**src/rtl/bit_serial_addsub.sv**
```systemverilog
// ----------------------------------------------------------------------------
// bit_serial_addsub
//
// Bit-serial unsigned adder/subtractor with a start/done handshake. Two
// DWL-bit operands are captured on Start, then one bit per clock is pushed
// through a single full-adder slice (LSB first) with a carry flop. The
// DWL+1-bit result register Sbit is written in one go when the last bit has
// been processed, so it never shows a partially computed value.
//
// Subtraction is In1 + ~In2 + 1: the B operand is inverted at load time and
// the carry flop is preset to 1. For subtraction the top result bit is the
// inverted carry-out, i.e. the borrow (1 iff In1 < In2), which makes Sbit
// the DWL+1-bit two's-complement difference.
//
// Optional feature (macro SIGNED_OVF_EN):
//   When defined, adds output Ovf = signed overflow of the DWL-bit result
//   (carry into the top bit XOR carry out of the top bit), updated together
//   with Sbit. When undefined, the port and its logic do not exist.
//
// Parameters
//   DWL    operand width in bits (>= 2)
//
// Ports
//   CLK    in   1      clock, all state on rising edge
//   RST    in   1      synchronous active-high reset, highest priority
//   Start  in   1      operation request, sampled only while idle
//   Sub    in   1      0 = In1+In2, 1 = In1-In2, sampled with Start
//   In1    in   DWL    operand A (unsigned), sampled with Start
//   In2    in   DWL    operand B (unsigned), sampled with Start
//   Busy   out  1      high while bits are being processed
//   Done   out  1      one-cycle pulse, Sbit has just been updated
//   Sbit   out  DWL+1  result register
//   Ovf    out  1      signed overflow of the result (SIGNED_OVF_EN only)
// ----------------------------------------------------------------------------
module bit_serial_addsub #(
   parameter int DWL = 4
) (
   input  logic           CLK,
   input  logic           RST,
   input  logic           Start,
   input  logic           Sub,
   input  logic [DWL-1:0] In1,
   input  logic [DWL-1:0] In2,
   output logic           Busy,
   output logic           Done,
   output logic [DWL:0]   Sbit
`ifdef SIGNED_OVF_EN
   ,
   output logic           Ovf
`endif
);

   localparam int CW = $clog2(DWL + 1);

   typedef enum logic {
      IDLE  = 1'b0,
      SHIFT = 1'b1
   } state_t;

   state_t state_reg, state_next;

   // Operand A register doubles as the result shift register: each cycle its
   // LSB is consumed by the adder and the new sum bit enters at the MSB, so
   // after DWL shifts it holds the full DWL-bit sum.
   logic [DWL-1:0] a_sr_reg;
   logic [DWL-1:0] b_sr_reg;
   logic           carry_reg;
   logic           op_sub_reg;
   logic [CW-1:0]  count_reg;
   logic           busy_reg;
   logic           done_reg;
   logic [DWL:0]   sbit_reg;
`ifdef SIGNED_OVF_EN
   logic           ovf_reg;
`endif

   // Control strobes decoded by the FSM
   logic load;
   logic shift;
   logic finish;

   // Single full-adder slice
   logic sum_bit;
   logic cout;
   logic last_bit;

   assign sum_bit  = a_sr_reg[0] ^ b_sr_reg[0] ^ carry_reg;
   assign cout     = (a_sr_reg[0] & b_sr_reg[0]) |
                     (a_sr_reg[0] & carry_reg)   |
                     (b_sr_reg[0] & carry_reg);
   assign last_bit = (count_reg == CW'(DWL - 1));

   // ------------------------------------------------------------------------
   // FSM state register
   // ------------------------------------------------------------------------
   always_ff @(posedge CLK) begin
      if (RST) begin
         state_reg <= IDLE;
      end else begin
         state_reg <= state_next;
      end
   end

   // ------------------------------------------------------------------------
   // FSM next-state and strobes
   // ------------------------------------------------------------------------
   always_comb begin
      state_next = state_reg;
      load       = 1'b0;
      shift      = 1'b0;
      finish     = 1'b0;
      case (state_reg)
         IDLE: begin
            // Start is also accepted in the Done cycle, since that is IDLE
            if (Start) begin
               load       = 1'b1;
               state_next = SHIFT;
            end
         end
         SHIFT: begin
            // Start is deliberately ignored here: no queueing, no resampling
            shift = 1'b1;
            if (last_bit) begin
               finish     = 1'b1;
               state_next = IDLE;
            end
         end
         default: begin
            state_next = IDLE;
         end
      endcase
   end

   // ------------------------------------------------------------------------
   // Datapath
   // ------------------------------------------------------------------------
   always_ff @(posedge CLK) begin
      if (RST) begin
         a_sr_reg   <= '0;
         b_sr_reg   <= '0;
         carry_reg  <= 1'b0;
         op_sub_reg <= 1'b0;
         count_reg  <= '0;
         busy_reg   <= 1'b0;
         done_reg   <= 1'b0;
         sbit_reg   <= '0;
`ifdef SIGNED_OVF_EN
         ovf_reg    <= 1'b0;
`endif
      end else begin
         done_reg <= finish;
         if (load) begin
            a_sr_reg   <= In1;
            b_sr_reg   <= Sub ? ~In2 : In2;
            carry_reg  <= Sub;
            op_sub_reg <= Sub;
            count_reg  <= '0;
            busy_reg   <= 1'b1;
         end else if (shift) begin
            a_sr_reg  <= {sum_bit, a_sr_reg[DWL-1:1]};
            b_sr_reg  <= {1'b0, b_sr_reg[DWL-1:1]};
            carry_reg <= cout;
            count_reg <= count_reg + CW'(1);
            if (finish) begin
               // Assemble the final bit directly so Sbit updates atomically
               // on the same edge that consumes the last operand bit.
               sbit_reg <= {(op_sub_reg ? ~cout : cout), sum_bit, a_sr_reg[DWL-1:1]};
               busy_reg <= 1'b0;
`ifdef SIGNED_OVF_EN
               // carry_reg is the carry into the top bit at this point
               ovf_reg  <= carry_reg ^ cout;
`endif
            end
         end
      end
   end

   assign Busy = busy_reg;
   assign Done = done_reg;
   assign Sbit = sbit_reg;
`ifdef SIGNED_OVF_EN
   assign Ovf  = ovf_reg;
`endif

endmodule

```
**config.mk**
```make
export PLATFORM = sky130hd
export DESIGN_NAME = bit_serial_addsub
export DESIGN_NICKNAME = d
export VERILOG_FILES = /design/src/rtl/bit_serial_addsub.sv
export SDC_FILE = /design/constraint.sdc
export NUM_CORES = 1
export LEC_CHECK = 0
export CORE_ASPECT_RATIO = 0.7
export CORE_MARGIN = 2
export CORE_UTILIZATION = 40
export CTS_BUF_LIST = sky130_fd_sc_hd__clkbuf_4 sky130_fd_sc_hd__clkbuf_8
export DETAILED_ROUTE_END_ITERATION = 6
export GPL_ROUTABILITY_DRIVEN = 1
export PLACE_DENSITY = 0.69
export SETUP_SLACK_MARGIN = 0.4
export SLEW_MARGIN = 20
export SYNTH_ARGS = -nofsm -noshare
export SYNTH_HDL_FRONTEND = slang
export SYNTH_SLANG_ARGS = --single-unit
```
**constraint.sdc**
```tcl
create_clock -name CLK -period 3.4 [get_ports CLK]
set_clock_uncertainty 0.2 [all_clocks]
set_input_delay 0.68 -clock CLK [delete_from_list [all_inputs] [get_ports CLK]]
set_output_delay 0.68 -clock CLK [all_outputs]
set_load 0.01 [all_outputs]
```
After elaboration in Yosys (flattened, before gate mapping)
Cells that the tools add are included.
{"block": "word_totals", "reg_bits": 21, "latchBits": 0, "ram_bits": 0, "rom_bits": 0, "inputBits": 12, "memories": 0}
{"block": "classes", "addsub": 1, "multipliers": 0, "div_mod_pow": 0, "magnitude_cmp": 0, "eq_ne": 1, "n_shift": 0, "n_mux": 18, "bitwise": 11, "n_reduce_logical": 5}
{"operator": "$mux W4", "n": 5}
{"operator": "$mux W1", "n": 12}
{"operator": "$not A4 Y4", "n": 1}
{"operator": "$reduce_bool A2 Y1", "n": 2}
{"operator": "$add A3 B1 Y3 const B", "n": 1}
{"operator": "$and A1 B1 Y1", "n": 3}
{"operator": "$eq A3 B2 Y1 const B", "n": 1}
{"operator": "$not A1 Y1", "n": 3}
{"operator": "$reduce_and A3 Y1", "n": 1}
{"operator": "$or A1 B1 Y1", "n": 2}
{"operator": "$pmux W1 S2", "n": 1}
{"operator": "$reduce_and A2 Y1", "n": 1}
{"operator": "$reduce_or A2 Y1", "n": 1}
{"operator": "$xor A1 B1 Y1", "n": 2}

Longest topological paths before layout
{"block": "logic_depth", "depth_word": 6, "mapped_depth": 6, "mapped_depth_nobuf": 5}

Worst setup path after synthesis
Ideal clock, no wire load.
{"block": "synth_timing", "kind": "input port to flip-flop", "startpoint": "input port Sub", "endpoint": "register b_sr_reg[2]", "setup_ns": 0.068, "arrival_ns": 1.344, "required_ns": 3.132, "path_slack_ns": 1.789, "path_stages": 4, "path_buffers": 1, "cell_sequence": "buf_4 > xnor2_1 > a211o_1 > a21oi_2"}
{"block": "synth_between", "elab_chain_cells": 2}
{"item": "start: declaration", "line_no": "41", "text": "input logic Sub,"}
{"item": "$mux W4", "line_no": "154", "text": "b_sr_reg <= Sub ? ~In2 : In2;"}
{"item": "$mux W4", "line_no": "152", "text": "if (load) begin"}
{"item": "end signal: assignment", "line_no": "154"}
{"item": "end signal: assignment", "line_no": "161", "text": "b_sr_reg <= {1'b0, b_sr_reg[DWL-1:1]};"}
{"item": "end: declaration", "line_no": "66", "text": "logic [DWL-1:0] b_sr_reg;"}
Every way passes these cells.
A chain may end at the register's enable or synchronous reset.

Worst setup path in the final report
{"block": "layout_timing", "startpoint": "input port Start", "endpoint": "register carry_reg"}
{"block": "layout_between", "elab_chain_cells": 3, "word_cells_on_any_way": 4, "cone_classes": "3 x mux; 1 x reduce/logical"}
{"item": "start: declaration", "line_no": "40", "text": "input logic Start,"}
{"item": "$mux W1 (*)", "line_no": "115", "text": "if (Start) begin"}
{"item": "$mux W1 (*)", "line_no": "112", "text": "case (state_reg)"}
{"item": "$mux W1 / $reduce_bool A2 Y1 (equally long branches)"}
{"item": "end signal: assignment", "line_no": "155", "text": "carry_reg <= Sub;"}
{"item": "end signal: assignment", "line_no": "162", "text": "carry_reg <= cout;"}
{"item": "end: declaration", "line_no": "67", "text": "logic carry_reg;"}
Mark *: on every way between the ends. The rest lies on a longest branch, timed or not.

==> qor.csv <==
metric,value,unit
Post-Place Worst Slack,0.813,ns
WL met2,728,µm
met1 WL,802,µm
DR WL/cell,10.9,µm
Cells after DPL,147,
Ys Warns,0,
# diodes,0,
full die area,0.00282,mm²
share of post-route cells with drive strength above 1,0.0672,
IO Port Bufs,18,
"Primary FF master, synth",dfxtp_1,
TritonCTS Buffers,3,
worst vdd ir,0.173,mV
R2R Path Start,state_reg,
Mean Syn Cell Area,9.07,µm²
post-DR vias/cell,4.72,
Iter 0 DRT Violations,13,
Starting Density,0.435,
status,finished clean,
maximum buffer depth of the clock tree,2,
TritonCTS clock tree,yes,
post-synthesis cell area,961,µm²
final wirelength,1650,µm
highest clock rate,445,MHz
minimum clock period,2.25,ns
Async SR Flop Fraction,0,
required time worst endpoint,3.37,ns
CTS Sinks,21,
Slew Limit Fails,0,
worst min-delay path endpoint,Sbit[1],
clock slew at the register clock pins of the worst setup and hold paths,0.11,ns
gr usage total,0.137,
R2R Setup Slk,1.60,ns
later-pin clock latency in the skew report,0.30,ns
Core Area,0.00221,mm²
initial antenna violation count,0,
root buf cell,clkbuf_4,
Static Leak,0.421,nW
post-synthesis sequential area ratio,0.438,
"commonest non-fill, non-tap cells in the layout","dfxtp_1 (21), clkdlybuf4s50_1 (18), nand2_1 (16), nor2_1 (12), a21oi_1 (9)",
slew margin rel.,0.462,
met3 WL post-DR,88,µm
CP endpoint kind,flop,
Placer Congestion,0.692,
Max Cap Viol,0,
Hold Path Class,reg -> reg,
critical path class,in -> reg,
post-route ant nets,0,
"leading cell type in the layout, fill and taps excluded",dfxtp_1,
Site Rows,14,
remaining global-route overflow,0,
Slew @ Worst Pin,0.806,ns
Crit Path Max Fanout,18,
Die Y,45.0,µm
IO Count,19,
Yosys cell types,28,
Largest register FFs,5,
area grow syn2layout,19.1,%
RR Endpoint,Sbit[4],
Detailed Routing Iterations Pass 1,2,
total negative slack,0,ns
WHS,0.259,ns
hpwl dp,1190,µm
Final Hold Vio Count,0,
drc violations,0,
Worst Setup Start Kind,input port,
CTS resizes,0,
# hold bufs at CTS,0,
Post-Syn Instances,106,
RSZ-0062 raised after global routing,no,
Hold Path Stages,2,
worst setup margin,1.15,ns
arrival time worst endpoint,2.22,ns
number of synthesized flops with an enable pin,0,
nets@finish,135,
endpoints failing setup,0,
synthesized flop and latch total,21,
largest net degree at the start of global routing,27,
Chip Width,62.6,µm
syn_nets,121,
vias in the first global route,667,
Pwr per Cell Area,399,mW/mm²
worst reg-to-reg path cell count,3,
Non-Filler Instances,151,
first-pass GRT wire length,2900,µm
via count,713,
HP Start,Sbit[1],
Top Metal Used,met4,
H-tree Lvls,1,
Setup Buffers After CTS,0,
fin crit share,0.661,
==> per-layer routing <==
metal / track usage / vias to the layer above
li1: - / 377
met1: 0.158 / 318
met2: 0.232 / 16
met3: 0.0524 / 2
met4: 0.0667 / 0
met5: 0 / -
==> critical path, stage by stage <==
cell and delay (ns):
clkdlybuf4s50_1 0.96, mux2_2 0.41, mux2i_1 0.12, nor2_1 0.05
==> metrics by stage <==
step	area (µm²)	total power [mW]	utilization
finish	1140	0.457	0.519
global route	1140	0.485	0.519
CTS	1140	0.463	0.519
detailed placement	1110	0.337	0.505
global placement	1110	0.336	0.505
floorplan	961	0.319	-
==> worst max-delay path by stage <==
stage                     startpoint           to  slack (ns)  cells past startpoint
after floorplan                  Sub  b_sr_reg[2]        1.79                      4
after global placement         Start    carry_reg        0.85                      4
after detailed placement       Start    carry_reg        0.81                      4
after CTS                      Start    carry_reg        1.16                      4
after global routing           Start    carry_reg        1.07                      4
final                          Start    carry_reg        1.15                      4
==> power by group <==
part	switching (mW)	internal, mW
logic	0.0252	0.0354
registers	0.0130	0.258
clock network	0.0718	0.0538
==> cells by family (layout without fill, tap and decap cells) <==
group / Yosys count / count (layout) / share of synthesized area
DFF: 21 / 21 / 0.437
muxes: 7 / 7 / 0.0742
adders and majority gates: 3 / 3 / 0.0469
AOI/OAI and AO/OA: 20 / 20 / 0.137
buffers and inverters: 11 / 24 / 0.0768
xor gates and xnor gates: 5 / 5 / 0.0456
and+or+nand+nor: 39 / 39 / 0.182
==> cell usage after synthesis, types with 2 or more instances <==
cell	n	share of area
buf_2	4	0.021
o21ai_0	4	0.021
nor2_1	12	0.047
dfxtp_1	21	0.44
nor3b_1	2	0.016
a21oi_1	9	0.047
ha_1	2	0.026
nand2_1	16	0.063
a211o_1	3	0.027
xnor2_1	5	0.046
nor2b_1	5	0.033
inv_1	2	0.0078
mux2i_1	6	0.063
==> layout make-up <==
type	instances	area, µm²
Clock buffer	4	30.0
Fill cell	245	1060
Inverter	2	7.51
Multi-Input combinational cell	74	467
Sequential cell	21	420
Tap cell	32	40.0
Timing Repair Buffer	18	180
Note: power is estimated with default switching activity, not from simulation.
==> patch, RTL diff (config.mk and constraints unchanged) <==
Build with the macro `SIGNED_OVF_EN` defined.
--- a/src/rtl/bit_serial_addsub.sv
+++ b/src/rtl/bit_serial_addsub.sv
@@ -33,4 +33,6 @@
 //   Ovf    out  1      signed overflow of the result (SIGNED_OVF_EN only)
 // ----------------------------------------------------------------------------
+`define SIGNED_OVF_EN
+
 module bit_serial_addsub #(
    parameter int DWL = 4
Behaviour (old outputs only; new: Ovf): unchanged (equiv_simple and equiv_induct, registers matched by name and starting in step).
==> patch against the original RTL <==
Die area up 4.1%. Setup slack better by 0.029 ns. First-iteration DRC count up 120%. Critical path type unchanged. Highest routed layer unchanged. Largest cell class unchanged. Register-to-register slack worse by 0.09 ns. Power up 6.6%. Largest power group unchanged. Worst hold slack better by 0.0012 ns. Wire length up 3.3%. Sequential cell count up 1. Combinational power up 2%. Area after synthesis up 4.4%. Design area up 5.1%.
==> patch: results (changes against the original RTL) <==
* Status: complete, no violations
* Gp weighted congestion at 0.7442 (+7.6%)
* Net switching power at 115.7 uW (+5.2%)
* Port Buffers at 19 (+1)
* DR iter-0 viols at 28 (+15)
* DR vias/cell at 4.759 (+0.80%)
* Detailed Place HPWL at 1189 um (+0.11%)
* Area contributors post-synth: dfxtp_1 (44%), mux2i_1 (6.0%), nand2_1 (6.0%)
* WL/cell at 10.76 um (-1.3%)
* Share of layout cells above drive strength 1 at 0.06452 (-0.002711)
* Comb power frac at 0.128 (-0.005)
* Overall Global Routing Usage at 0.1297 (-0.007479)
* Placed Cells at 154 (+4.8%)
* Max-slew headroom at 0.4563 (-0.005816)
* Pre-CTS setup slack at 0.8518 ns (+0.03886 ns)
* XOR/XNOR share of the synthesized area at 0.05237 (+0.006796)
* Sequential share of the synthesized area at 0.4389 (+0.001403)
* Net count, final at 140 (+3.7%)
* Peak VDD IR at 192.5 uV (+11%)
* Fillcell total at 228 (-6.9%)
* Post-synthesis compound-gate area fraction at 0.1384 (+0.001685)
* Avg Cell Area, Syn at 9.122 um^2 (+0.63%)
* Detailed Routing Iterations Pass 1 at 4 (+2)
* Largest net degree at the start of global routing at 27 (unchanged)
* Area after DPL at 1167 um^2 (+4.7%)
* Clock transition at path regs at between 0.1 and 0.15 ns
* Most frequent cells after synthesis: dfxtp_1 (22), nand2_1 (16), nor2_1 (13)
* Seq pwr share at 0.581 (-0.011)
* Critical Path AT at 2.20 ns (-0.02 ns)
* Number of global-route vias before repair at 666 (-0.15%)
* Post-Route WL at 1700 um (+3.3%)
* Crit path largest cell delay at 0.94 ns (-0.02 ns)
==> patch: path summary, 6_finish.rpt <==
kind | startpoint | end | slack, ns | cells past startpoint
max | Start | carry_reg | 1.18 | 4
min | Sbit[2] | Sbit[2] | 0.26 | 2
max reg2reg | state_reg | Ovf | 1.51 | 3
min reg2reg | Sbit[2] | Sbit[2] | 0.26 | 2
==> patch: worst reg2reg max path: stages, from the launching register on <==
cell and delay (ns):
dfxtp_1 0.87, and2_1 0.45, nor2_1 0.08, a211oi_1 0.22
==> patch: layout make-up <==
class                           instances  area (um^2)  share of cell area
Tap cell                               34        42.54             0.03534
Clock buffer                            4        36.28             0.03015
Sequential cell                        22        440.4              0.3659
Inverter                                2        7.507            0.006237
Multi-Input combinational cell         77        486.7              0.4044
Timing Repair Buffer                   19        190.2              0.1580
==> patch: per-layer routing <==
layer  wire length, um  vias up  GRT usage
met5                 0        -          0
met4                 6        0    0.01304
met3               100        2    0.05198
met2               746       21     0.2146
met1               847      338     0.1674
li1                  -      391          -
